`src/rtl/io_conditioner_if.sv`:
```
// Signal bundle between the pad-side I/O conditioner and its consumers.
// The slave modport is the conditioner; the master modport is the user logic or the bench.
interface io_conditioner_if #(
    parameter int N_IN  = 8,
    parameter int N_OUT = 8
);
    logic [N_IN-1:0]  in_raw_i;
    logic [N_IN-1:0]  in_level_o;
    logic [N_IN-1:0]  in_rise_o;
    logic [N_IN-1:0]  in_fall_o;
    logic [N_OUT-1:0] out_d_i;
    logic             out_we_i;
    logic [N_OUT-1:0] out_o;

    modport slave (
        input  in_raw_i,
        input  out_d_i,
        input  out_we_i,
        output in_level_o,
        output in_rise_o,
        output in_fall_o,
        output out_o
    );

    modport master (
        output in_raw_i,
        output out_d_i,
        output out_we_i,
        input  in_level_o,
        input  in_rise_o,
        input  in_fall_o,
        input  out_o
    );
endinterface

```
`src/rtl/io_conditioner.sv`:
```
// Pad-side input synchronizer + per-channel debounce with edge strobes,
// and a write-enabled output register with a defined reset value.
module io_conditioner #(
    parameter int               N_IN        = 8,
    parameter int               N_OUT       = 8,
    parameter int               SYNC_STAGES = 2,
    parameter int               DEB_CYCLES  = 4,
    parameter logic [N_IN-1:0]  IN_RST_VAL  = '0,
    parameter logic [N_OUT-1:0] OUT_RST_VAL = '0
) (
    input  logic             clk,
    input  logic             reset,
    io_conditioner_if.slave  io
);

    localparam int             CW       = $clog2(DEB_CYCLES + 1);
    localparam logic [CW-1:0]  CNT_LAST = CW'(DEB_CYCLES - 1);

    logic [N_IN-1:0]  sync_q [SYNC_STAGES];
    logic [N_IN-1:0]  sync_d [SYNC_STAGES];
    logic [CW-1:0]    cnt_q  [N_IN];
    logic [CW-1:0]    cnt_d  [N_IN];
    logic [N_IN-1:0]  level_q, level_d;
    logic [N_IN-1:0]  rise_q, rise_d;
    logic [N_IN-1:0]  fall_q, fall_d;
    logic [N_OUT-1:0] out_q, out_d;
    logic [N_IN-1:0]  sync_c;

    // First stage sees only the raw pad; nothing else samples it.
    always_comb begin
        sync_d[0] = io.in_raw_i;
        for (int s = 1; s < SYNC_STAGES; s++) begin
            sync_d[s] = sync_q[s-1];
        end
    end

    assign sync_c = sync_q[SYNC_STAGES-1];

    // Any cycle matching the accepted level restarts the count, so a bounce
    // shorter than DEB_CYCLES never reaches the accept compare.
    always_comb begin
        level_d = level_q;
        rise_d  = '0;
        fall_d  = '0;
        for (int c = 0; c < N_IN; c++) begin
            cnt_d[c] = '0;
            if (sync_c[c] != level_q[c]) begin
                if (cnt_q[c] == CNT_LAST) begin
                    level_d[c] = sync_c[c];
                    rise_d[c]  = sync_c[c];
                    fall_d[c]  = ~sync_c[c];
                end else begin
                    cnt_d[c] = cnt_q[c] + CW'(1);
                end
            end
        end
    end

    always_comb begin
        out_d = io.out_we_i ? io.out_d_i : out_q;
    end

    always_ff @(posedge clk or posedge reset) begin
        if (reset) begin
            for (int s = 0; s < SYNC_STAGES; s++) begin
                sync_q[s] <= IN_RST_VAL;
            end
            for (int c = 0; c < N_IN; c++) begin
                cnt_q[c] <= '0;
            end
            level_q <= IN_RST_VAL;
            rise_q  <= '0;
            fall_q  <= '0;
            out_q   <= OUT_RST_VAL;
        end else begin
            for (int s = 0; s < SYNC_STAGES; s++) begin
                sync_q[s] <= sync_d[s];
            end
            for (int c = 0; c < N_IN; c++) begin
                cnt_q[c] <= cnt_d[c];
            end
            level_q <= level_d;
            rise_q  <= rise_d;
            fall_q  <= fall_d;
            out_q   <= out_d;
        end
    end

    assign io.in_level_o = level_q;
    assign io.in_rise_o  = rise_q;
    assign io.in_fall_o  = fall_q;
    assign io.out_o      = out_q;

endmodule
```
`src/flat_wrapper.sv`:
```
// flat-port wrapper written by rule: the top's interface ports become plain ports
module io_conditioner_flat 
#(
    parameter int               N_IN        = 8,
    parameter int               N_OUT       = 8,
    parameter int               SYNC_STAGES = 2,
    parameter int               DEB_CYCLES  = 4,
    parameter logic [N_IN-1:0]  IN_RST_VAL  = '0,
    parameter logic [N_OUT-1:0] OUT_RST_VAL = '0
)
  (clk, reset, io_in_raw_i, io_out_d_i, io_out_we_i, io_in_level_o, io_in_rise_o, io_in_fall_o, io_out_o);
  io_conditioner_if #(.N_IN(N_IN), .N_OUT(N_OUT)) io_i ();
  input  logic clk;
  input  logic reset;
  input wire logic [$bits(io_i.in_raw_i)-1:0] io_in_raw_i;
  input wire logic [$bits(io_i.out_d_i)-1:0] io_out_d_i;
  input wire logic [$bits(io_i.out_we_i)-1:0] io_out_we_i;
  output wire logic [$bits(io_i.in_level_o)-1:0] io_in_level_o;
  output wire logic [$bits(io_i.in_rise_o)-1:0] io_in_rise_o;
  output wire logic [$bits(io_i.in_fall_o)-1:0] io_in_fall_o;
  output wire logic [$bits(io_i.out_o)-1:0] io_out_o;
  assign io_i.in_raw_i = io_in_raw_i;
  assign io_i.out_d_i = io_out_d_i;
  assign io_i.out_we_i = io_out_we_i;
  assign io_in_level_o = io_i.in_level_o;
  assign io_in_rise_o = io_i.in_rise_o;
  assign io_in_fall_o = io_i.in_fall_o;
  assign io_out_o = io_i.out_o;
  io_conditioner #(.N_IN(N_IN), .N_OUT(N_OUT), .SYNC_STAGES(SYNC_STAGES), .DEB_CYCLES(DEB_CYCLES), .IN_RST_VAL(IN_RST_VAL), .OUT_RST_VAL(OUT_RST_VAL)) u_core (.clk(clk), .reset(reset), .io(io_i));
endmodule
```
`config.mk`:
```
export PLATFORM = sky130hd
export DESIGN_NAME = io_conditioner_flat
export DESIGN_NICKNAME = d
export VERILOG_FILES = /design/src/rtl/io_conditioner_if.sv /design/src/rtl/io_conditioner.sv /design/src/flat_wrapper.sv
export SDC_FILE = /design/constraint.sdc
export NUM_CORES = 1
export LEC_CHECK = 0
export ABC_AREA = 1
export BUFFER_PORTS_ARGS = -buffer_cell sky130_fd_sc_hd__buf_2
export CORE_UTILIZATION = 31
export CTS_CLUSTER_SIZE = 24
export DETAILED_ROUTE_END_ITERATION = 7
export SLEW_MARGIN = 20
export SYNTH_ARGS = -nofsm -noshare
export SYNTH_HDL_FRONTEND = slang
export SYNTH_SLANG_ARGS = --single-unit
```
`constraint.sdc`:
```
create_clock -name clk -period 5.54 [get_ports clk]
set_input_delay 0.831 -clock clk [delete_from_list [all_inputs] [get_ports clk]]
set_output_delay 0.831 -clock clk [all_outputs]
set_load 0.01 [all_outputs]
```
==> key figures, run 1 <==
Outcome
  – Outcome: completed

Worst setup path
  – CP Cell Sequence: buf_2
  – Worst path max stage delay: 0.41 ns
  – Worst path slowest cell: dfrtp_1
  – Buf/Inv on CP: 1
  – Crit. End Element: output pin
  – Critical R2R Launch: u_core.cnt_q[21]
  – Worst setup path start: u_core.io.in_level_o[3]
  – Startpoint types: register
  – Crit Path Class: reg -> out
  – CP required: 4.71 ns
  – Crit path max-delay family: flip-flops
  – Worst Path Max Fanout: 4
  – Worst EP arrival: 0.90 ns

Placed design
  – GP Congestion: 0.721
  – Placed instance area: 3020 µm²
  – PortBufs: 50
  – Placed cell count: 421
  – Post-DP HPWL: 2.79 mm
  – Pre-CTS setup slack: 3.78 ns

Route
  – Wire length per cell: 9.50 µm
  – Routed WL: 4.12 mm
  – Routed vias: 1,760
  – Number of remaining DRC errors: 0
  – Met1 wire length: 1.83 mm
  – Routed wl met3: 325 µm
  – Via/cell ratio: 4.06
  – Max Used Layer: met4
  – Final ANT Viol Nets: 0
  – Met2 WL: 1.91 mm
  – DRT iter0 DRCs: 58
  – DR pass1 iterations: 4

STA
  – Tmin final: 1.73 ns
  – Final-report hold violation count: 0
  – Pins Over Slew Limit: 0
  – Setup violations, final: 0
  – Setup tns final: 0 ns
  – RSZ-0062 raised after global routing: no
  – Max Freq: 578 MHz
  – Actual slew at the worst max-slew pin: 0.882 ns
  – Final clock skew: 0.00431 ns
  – Tcrit/Tclk final: 31.2%
  – Final setup margin: 3.81 ns
  – Max_slew headroom: 41.2%

Power and ir drop
  – Part of the power in registers: 51.0%
  – Internal Power: 0.914 mW
  – Max VDD drop: 0.150 mV
  – Logic pwr share: 22.6%
  – Fraction of power spent switching nets: 30.6%
  – Pwr Density: 415 nW/µm²
  – Leakage Power: 1.77 nW
  – Power share of the clock group: 26.4%
  – Net Switching: 0.403 mW

Floorplan
  – Initial Utilization: 32.1%
  – Die width: 94.2 µm
  – Core box area: 8220 µm²
  – Die ar.: 8880 µm²
  – Die H: 94.2 µm
  – Core Rows: 33
  – I/O pin cnt: 51

GRT
  – Antenna violations before repair: 0
  – First-pass GRT wire length: 7.33 mm
  – Vias in the first global route: 1,704
  – GRT Util Overall: 11.0%
  – Largest net degree at the start of global routing: 73
  – Grt total ovfl: 0

Layout
  – Finished Layout Cells: 434
  – Fill cells: 829
  – Layout cells sized above 1: 19.5%
  – ANT cells: 0
  – Area occupied by multi-input gates: 626 µm²
  – Final Cell Area: 3180 µm²
  – Layout Nets: 354
  – Register area: 1800 µm²
  – Layout overhead on the synthesized area: 20.4%

Synthesis
  – Warnings, synthesis: 0
  – Synth area leaders: dfrtp_1, nand2_1, inv_1, nor2_1, ha_1
  – Post-Syn Nets: 293
  – Syn Inst Count: 266
  – Most used DFF post-synth: dfrtp_1
  – Top-count cell post-synth: nand2_1
  – Distinct cells, synth: 9
  – #FFs+latches synth: 72
  – Asr flop ratio synth: 100%
  – Cell taking the most area after synthesis: dfrtp_1
  – Post-Syn Area: 2640 µm²
  – Sequential share of the synthesized area: 68.3%
  – Post-synth top area share: 68.3%
  – EDFF count, synth: 0
  – Post-synthesis average cell area: 9.92 µm²
  – Top post-synthesis cells by count: nand2_1, dfrtp_1, inv_1, nor2_1

Clock network
  – CTS Sinks: 72
  – CTS clk-pin slew, worst paths: 0.07 ns
  – CTS tree: built
  – Hold Buf Count CTS: 0
  – Post-CTS Setup Bufs: 0
  – Skew-Pair Late Insertion Delay: 0.33 ns
  – Post-CTS sizing: 0
  – H-Tree Depth: 3
  – Clock Path Buffers: 2
  – Clock Tree Root: clkbuf_8
  – Cts bufs inserted: 9

Min path
  – Hold Crit Class: reg -> reg
  – Hold path start: u_core.sync_d[3]

Flow run
  – Max Cap Viol: 0
metal layers:
metal	global-route usage, %	vias up
met2	17.3	52
met1	12.6	798
met5	0	-
met4	4.23	0
met3	5.74	6
li1	-	904
power by group through the flow:
| stage | Combinational [mW] | Sequential (mW) | Clock, mW |
|---|---|---|---|
| finish | 0.297 | 0.672 | 0.348 |
| global placement | 0.292 | 0.678 | 0 |
| detailed placement | 0.303 | 0.683 | 0 |
| global route | 0.360 | 0.684 | 0.391 |
| CTS | 0.305 | 0.672 | 0.369 |
| floorplan | 0.197 | 0.692 | 0 |
state kept, by name (all words and copies together) (netlist names):
register / flops
u_core.cnt_q: 24
u_core.io.in_fall_o: 8
u_core.io.in_level_o: 8
u_core.io.in_rise_o: 8
u_core.io.out_o: 8
u_core.sync_c: 8
u_core.sync_d: 8
per-stage QoR:
step | hold slack [ns] | utilization (%) | total power [mW]
floorplan | 0.331 | - | 0.889
global placement | 0.332 | 36.7 | 0.970
detailed placement | 0.335 | 36.7 | 0.985
CTS | 0.346 | 38.6 | 1.35
global route | 0.353 | 38.6 | 1.43
finish | 0.344 | 38.6 | 1.32
worst paths after layout:
| kind | to | slack, ns | depth (start not counted) |
|---|---|---|---|
| max | io_in_level_o[3] | 3.81 | 1 |
| min | u_core.sync_c[3] | 0.34 | 0 |
| max reg2reg | u_core.cnt_q[22] | 4.53 | 4 |
| min reg2reg | u_core.sync_c[3] | 0.34 | 0 |
| max in group asynchronous | u_core.cnt_q[20] | 4.20 | 3 |
| min in group asynchronous | u_core.io.in_rise_o[5] | 0.73 | 3 |
layout make-up:
class                      count  area share [%]
multi-input combinational    140            19.7
clock buffer                  12            4.89
clock inverter                 1           0.158
inverter                      53            6.26
tap                          105            4.14
timing repair buffer          51            8.12
sequential                    72            56.7
kinds of logic after synthesis:
family / after synthesis / share of synthesized area (%)
buf+inv: 54 / 7.97
flops: 72 / 68.3
compound gates: 8 / 1.52
simple gates: 124 / 18.4
fa+ha+maj: 8 / 3.80
placed cells by master, fill, tap and decap left out:
master and count:
dfrtp_1 72, nor3_1 8, ha_1 8, buf_4 1, nand2_1 76, nor2_1 32, o21ai_0 8, clkbuf_1 1
nand3_1 8, inv_2 1, clkbuf_8 11, clkinv_2 1, inv_1 52, buf_2 50
No activity file was read; power rests on OpenSTA's default activity.
==> run 2, diff against run 1 <==
Clock period 5.54 ns to 1.4 ns, I/O delays scaled along.
==> run 2 against run 1 <==
Compared with the run above:
- non-clock buffer count rose by 10
- sequential power grew to 3.9 times the previous value
- routed wire length shrank 0.97%
- total power increased to 4.3 times the previous value
- critical endpoint is now io_in_level_o[1]
- via count up 1.4%
- setup slack worse by 3.5 ns
- count of clock-buffer cells in the layout stayed put
- die area unchanged
- sequential share of layout area fell by 3.3 points
- critical path depth unchanged
- sequential cell count unchanged
- clock power rose to 5.4 times the previous value
==> key figures, run 2 (synthesis results as in run 1) <==
Outcome
  – Outcome: completed

Worst setup path
  – Crit path max-delay family: flip-flops
  – Worst path slowest cell: dfrtp_1
  – CP Cell Sequence: buf_2
  – Buf/Inv on CP: 1
  – CP required: 1.19 ns
  – Startpoint types: register
  – Worst EP arrival: 0.89 ns
  – Worst path max stage delay: 0.41 ns
  – Worst Path Max Fanout: 4
  – Crit. End Element: output pin
  – Crit Path Class: reg -> out

STA
  – Max Freq: 909 MHz
  – Setup tns final: 0 ns
  – Actual slew at the worst max-slew pin: 0.270 ns
  – Final clock skew: 0.00731 ns
  – Tcrit/Tclk final: 78.6%
  – Tmin final: 1.10 ns
  – Setup violations, final: 0
  – RSZ-0062 raised after global routing: no
  – Final-report hold violation count: 0
  – Final setup margin: 0.299 ns
  – Pins Over Slew Limit: 0
  – Max_slew headroom: 82.0%

Layout
  – Fill cells: 809
  – Layout cells sized above 1: 20.2%
  – Most common cell after layout, fill and taps aside: nand2_1
  – Largest Register: u_core.cnt_q
  – Most frequent cells in the layout: nand2_1, dfrtp_1, inv_1
  – Layout Nets: 364
  – ANT cells: 0
  – Finished Layout Cells: 447
  – Layout overhead on the synthesized area: 27.8%
  – Max FFs per register: 24

GRT
  – Grt total ovfl: 0
  – Largest net degree at the start of global routing: 52
  – Antenna violations before repair: 0
  – Vias in the first global route: 1,850
  – First-pass GRT wire length: 7.54 mm
  – GRT Util Overall: 11.0%

Power and ir drop
  – Pwr Density: 1700 nW/µm²
  – Total Power: 5.72 mW
  – Max VDD drop: 0.693 mV
  – Leakage Power: 1.84 nW

Clock network
  – CTS Sinks: 72
  – Clock Tree Root: clkbuf_8
  – Clock Path Buffers: 2
  – Skew-Pair Late Insertion Delay: 0.33 ns
  – H-Tree Depth: 3
  – Post-CTS Setup Bufs: 0
  – CTS tree: built
  – Cts bufs inserted: 9
  – CTS clk-pin slew, worst paths: 0.08 ns

Placed design
  – GP Congestion: 0.732
  – PortBufs: 50
  – Pre-CTS setup slack: 0.437 ns
  – Post-DP HPWL: 2.87 mm
  – Placed cell count: 422

Floorplan
  – Core Rows: 33
  – Initial Utilization: 32.1%
  – Die H: 94.2 µm
  – Die ar.: 8880 µm²
  – Die width: 94.2 µm
  – I/O pin cnt: 51
  – Core box area: 8220 µm²

Route
  – Final ANT Viol Nets: 0
  – Routed WL: 4.08 mm
  – Routed vias: 1,784
  – DRT iter0 DRCs: 62
  – Via/cell ratio: 3.99
  – Number of remaining DRC errors: 0
  – Wire length per cell: 9.13 µm
  – DR pass1 iterations: 4

Min path
  – Hold Crit Class: in -> reg

Flow run
  – Max Cap Viol: 0
[run 2: cell types whose count changed in the layout (fill, tap and decap cells not counted)]
| cell | change |
|---|---|
| dlygate4sd3_1 | +9 |
| inv_2 | -1 |
| clkbuf_1 | -1 |
| bufinv_16 | +2 |
| clkinv_2 | -1 |
| clkbuf_8 | +1 |
| buf_12 | +1 |
| clkinvlp_4 | +3 |
[run 2: through the flow]
stage               hold slack [ns]  instance area [µm²]  utilization [%]
floorplan                     0.241                 2640                -
global placement              0.311                 3040             37.0
detailed placement            0.312                 3040             37.0
CTS                          0.0560                 3370             41.0
global route                 0.0634                 3370             41.0
finish                       0.0789                 3370             41.0
[run 2: routing by layer]
metal	share of wire (%)	track usage, %	up-vias	routed length, µm
li1	-	-	925	-
met5	0	0	-	0
met4	1.6	3.59	0	64
met1	47	12.3	812	1910
met2	45	18.4	42	1850
met3	6.2	5.10	5	252
[run 2: final timing paths]
path	start	endpoint	slack (ns)	depth (start not counted)
min	io_out_d_i[6]	u_core.io.out_o[6]	0.08	3
min reg2reg	u_core.sync_d[4]	u_core.sync_c[4]	0.34	0
max reg2reg	u_core.cnt_q[3]	u_core.cnt_q[4]	0.43	4
max	u_core.io.in_level_o[1]	io_in_level_o[1]	0.30	1
max in group asynchronous	reset	u_core.cnt_q[18]	0.66	4
min in group asynchronous	reset	u_core.cnt_q[23]	0.49	4
[run 2: final cells by class]
type / instances / area [µm²] / share of cell area [%]
Multi-Input combinational cell: 140 / 626 / 18.6
Inverter: 53 / 203 / 6.02
Clock buffer: 12 / 165 / 4.90
Sequential cell: 72 / 1800 / 53.5
Clock inverter: 4 / 75.1 / 2.23
Tap cell: 105 / 131 / 3.90
Timing Repair Buffer: 61 / 368 / 10.9
[run 2: repair_timing]
action,in CTS,in global routing
hold buffers,9,0
resized for setup,0,0
endpoints found under the hold margin,80,0
setup endpoints to repair,0,0
[run 2: power breakdown]
part           internal [mW]  switching (mW)
Sequential              2.45           0.207
Combinational          0.482           0.718
Clock                   1.15           0.720
==> run 3, diff against run 2 <==
Settings changed: ABC_AREA 1 to 0.
Clock period 1.4 ns to 0.9 ns, I/O delays scaled along.
==> run 3 against run 2 <==
Compared with the run above:
- the run now ends with setup timing left
- clock skew barely moved
- critical path depth rose by 2
- register-to-register slack got worse by 0.67 ns
- non-clock buffer count rose by 51
- critical endpoint is now u_core.io.in_level_o[2]
==> key figures, run 3 <==
Outcome
  – Outcome: finished with violations
  – Failing checks: setup timing

Worst setup path
  – Crit Path Class: reg -> reg
  – Crit Reg-Reg Endpoint: u_core.io.in_level_o[2]
  – Cell depth of the worst flop-to-flop path: 3
  – Startpoint types: register
  – Worst path slowest cell: dfrtp_1
  – Worst path max stage delay: 0.36 ns
  – Crit. End Element: register
  – Worst reg-to-reg setup slack: -0.24 ns
  – Worst Path Max Fanout: 3
  – Worst EP arrival: 1.37 ns
  – CP Cell Sequence: ha_2 > nor2b_4 > mux2_4
  – CP required: 1.13 ns
  – Critical R2R Launch: u_core.cnt_q[15]

STA
  – RSZ-0062 raised after global routing: yes
  – Setup violations, final: 80
  – Final clock skew: 0.00683 ns
  – Final hold slack: 0.0222 ns
  – Max_slew headroom: 82.6%
  – Final setup margin: -0.235 ns
  – Tmin final: 1.14 ns
  – Setup tns final: -9.14 ns
  – Actual slew at the worst max-slew pin: 0.260 ns
  – Max Freq: 881 MHz
  – Final-report hold violation count: 0
  – Tcrit/Tclk final: 126%
  – Pins Over Slew Limit: 0

Layout
  – Most frequent cells in the layout: dfrtp_1, buf_2, buf_6
  – Layout overhead on the synthesized area: 65.6%
  – Layout Nets: 303
  – Max FFs per register: 24
  – Largest Register: u_core.cnt_q
  – ANT cells: 0
  – Most common cell after layout, fill and taps aside: dfrtp_1
  – Layout cells sized above 1: 67.3%

Floorplan
  – Die H: 93.2 µm
  – Initial Utilization: 32.7%
  – Die ar.: 8680 µm²
  – I/O pin cnt: 51
  – Core Rows: 32
  – Die width: 93.2 µm
  – Core box area: 7890 µm²

Synthesis
  – Top post-synthesis cells by count: dfrtp_1, nor3b_1, mux2_2, and3b_1
  – Post-Syn Area: 2580 µm²
  – #FFs+latches synth: 72
  – EDFF count, synth: 0
  – Syn Inst Count: 154
  – Asr flop ratio synth: 100%
  – Warnings, synthesis: 0
  – Distinct cells, synth: 12
  – Top-count cell post-synth: dfrtp_1
  – Synth area leaders: dfrtp_1, mux2_2, nor3b_1, and3b_1, ha_1
  – Most used DFF post-synth: dfrtp_1
  – Post-Syn Nets: 181
  – Post-synth top area share: 69.9%
  – Cell taking the most area after synthesis: dfrtp_1
  – Post-synthesis average cell area: 16.7 µm²
  – Sequential share of the synthesized area: 69.9%

Power and ir drop
  – Fraction of power spent switching nets: 27.1%
  – Power share of the clock group: 25.9%
  – Internal Power: 8.89 mW
  – Net Switching: 3.31 mW
  – Part of the power in registers: 35.1%
  – Pwr Density: 2860 nW/µm²
  – Max VDD drop: 1.17 mV
  – Total Power: 12.2 mW
  – Leakage Power: 2.05 nW
  – Logic pwr share: 38.9%

Route
  – Routed WL: 4.75 mm
  – Number of remaining DRC errors: 0
  – DRT iter0 DRCs: 24
  – Routed vias: 1,635
  – Final ANT Viol Nets: 0
  – Via/cell ratio: 4.27
  – Wire length per cell: 12.4 µm
  – DR pass1 iterations: 2

Min path
  – Worst Hold End: u_core.io.out_o[1]
  – WHS Path Cells: 2
  – Hold Crit Class: in -> reg
  – Hold path start: io_out_d_i[1]

Clock network
  – CTS Sinks: 72
  – CTS clk-pin slew, worst paths: 0.08 ns
  – Skew-Pair Late Insertion Delay: 0.34 ns
  – Clock Tree Root: clkbuf_8
  – H-Tree Depth: 3
  – CTS tree: built
  – Cts bufs inserted: 9
  – Clock Path Buffers: 2

GRT
  – First-pass GRT wire length: 7.96 mm
  – Grt total ovfl: 0
  – Largest net degree at the start of global routing: 37
  – Antenna violations before repair: 0
  – Vias in the first global route: 1,687
  – GRT Util Overall: 12.4%

Placed design
  – PortBufs: 50
  – Post-DP HPWL: 2.64 mm
  – Pre-CTS setup slack: -0.229 ns
  – GP Congestion: 0.669

Flow run
  – Max Cap Viol: 0
[run 3: cell types whose count changed in the layout (fill, tap and decap cells not counted), sizes merged, moves of 4 or more]
cell,change
and3b,+12
buf,+51
inv,-52
mux2,+16
nand2,-76
nand2b,+4
nand3,-8
nor2,-32
nor2b,+8
nor3,-4
nor3b,+20
o21ai,-8
xnor2,+8
[run 3: worst max-delay path: cells and delay by family, from the launching register on]
| family | cells | cell delay (ns) |
|---|---|---|
| AND/OR/NAND/NOR | 1 | 0.18 |
| flip-flops | 1 | 0.36 |
| adder cells (fa/ha/maj) | 1 | 0.18 |
| multiplexers | 1 | 0.31 |
[run 3: how the worst max path moves through the flow]
stage | to | start
2_1_floorplan | u_core.io.in_level_o[2] | u_core.cnt_q[15]
3_3_place_gp | u_core.io.in_level_o[2] | u_core.cnt_q[15]
3_5_place_dp | u_core.io.in_level_o[7] | u_core.cnt_q[0]
4_1_cts | io_in_level_o[4] | u_core.io.in_level_o[4]
5_1_grt | u_core.io.in_level_o[2] | u_core.cnt_q[15]
6_report | u_core.io.in_level_o[2] | u_core.cnt_q[15]
[run 3: kinds of logic (layout without fill, tap and decap cells)]
| group | after synthesis | count (layout) | synth area share (%) |
|---|---|---|---|
| flip-flops | 72 | 72 | 69.9 |
| AND/OR/NAND/NOR | 48 | 48 | 15.9 |
| multiplexers | 16 | 16 | 6.99 |
| adder cells (fa/ha/maj) | 8 | 8 | 3.88 |
| XOR/XNOR | 8 | 8 | 2.72 |
| buffers and inverters | 2 | 129 | 0.582 |
[run 3: power groups by stage]
stage                     registers, mW  logic [mW]  clock network, mW
final                              4.29        4.75               3.16
after global routing               4.36        5.17               3.41
after global placement             4.28        2.36                  0
after floorplan                    4.42        1.34                  0
after detailed placement           4.30        2.44                  0
after CTS                          4.27        4.51               3.29
[run 3: metal layers]
metal  GRT usage (%)  routed length [µm]  up-vias
met1            15.0                2100      810
met4            7.05                  98        0
met2            19.8                2370       40
li1                -                   -      773
met5               0                   0        -
met3            3.58                 186       12
[run 3: what timing repair did]
action / in CTS / in global routing
pin swaps: 10 / 16
endpoints found under the hold margin: 80 / 0
hold buffers: 9 / 0
gates resized for setup: 73 / 8
setup buffers: 25 / 11
endpoints found under the setup margin: 73 / 80
[run 3: metrics by stage]
step	std cells	util (%)	instance area (µm²)
after global placement	326	40.8	3220
final	383	54.1	4270
after floorplan	154	-	2670
after detailed placement	326	40.8	3220
after CTS	376	53.0	4180
after global routing	383	54.1	4270
[run 3: layout make-up]
type	count	area, µm²
clock buffer	11	151
fill	652	3620
inverter	1	7.51
multi-input combinational	80	1160
timing repair buffer	112	915
sequential	72	1810
clock inverter	5	103
tap	102	128
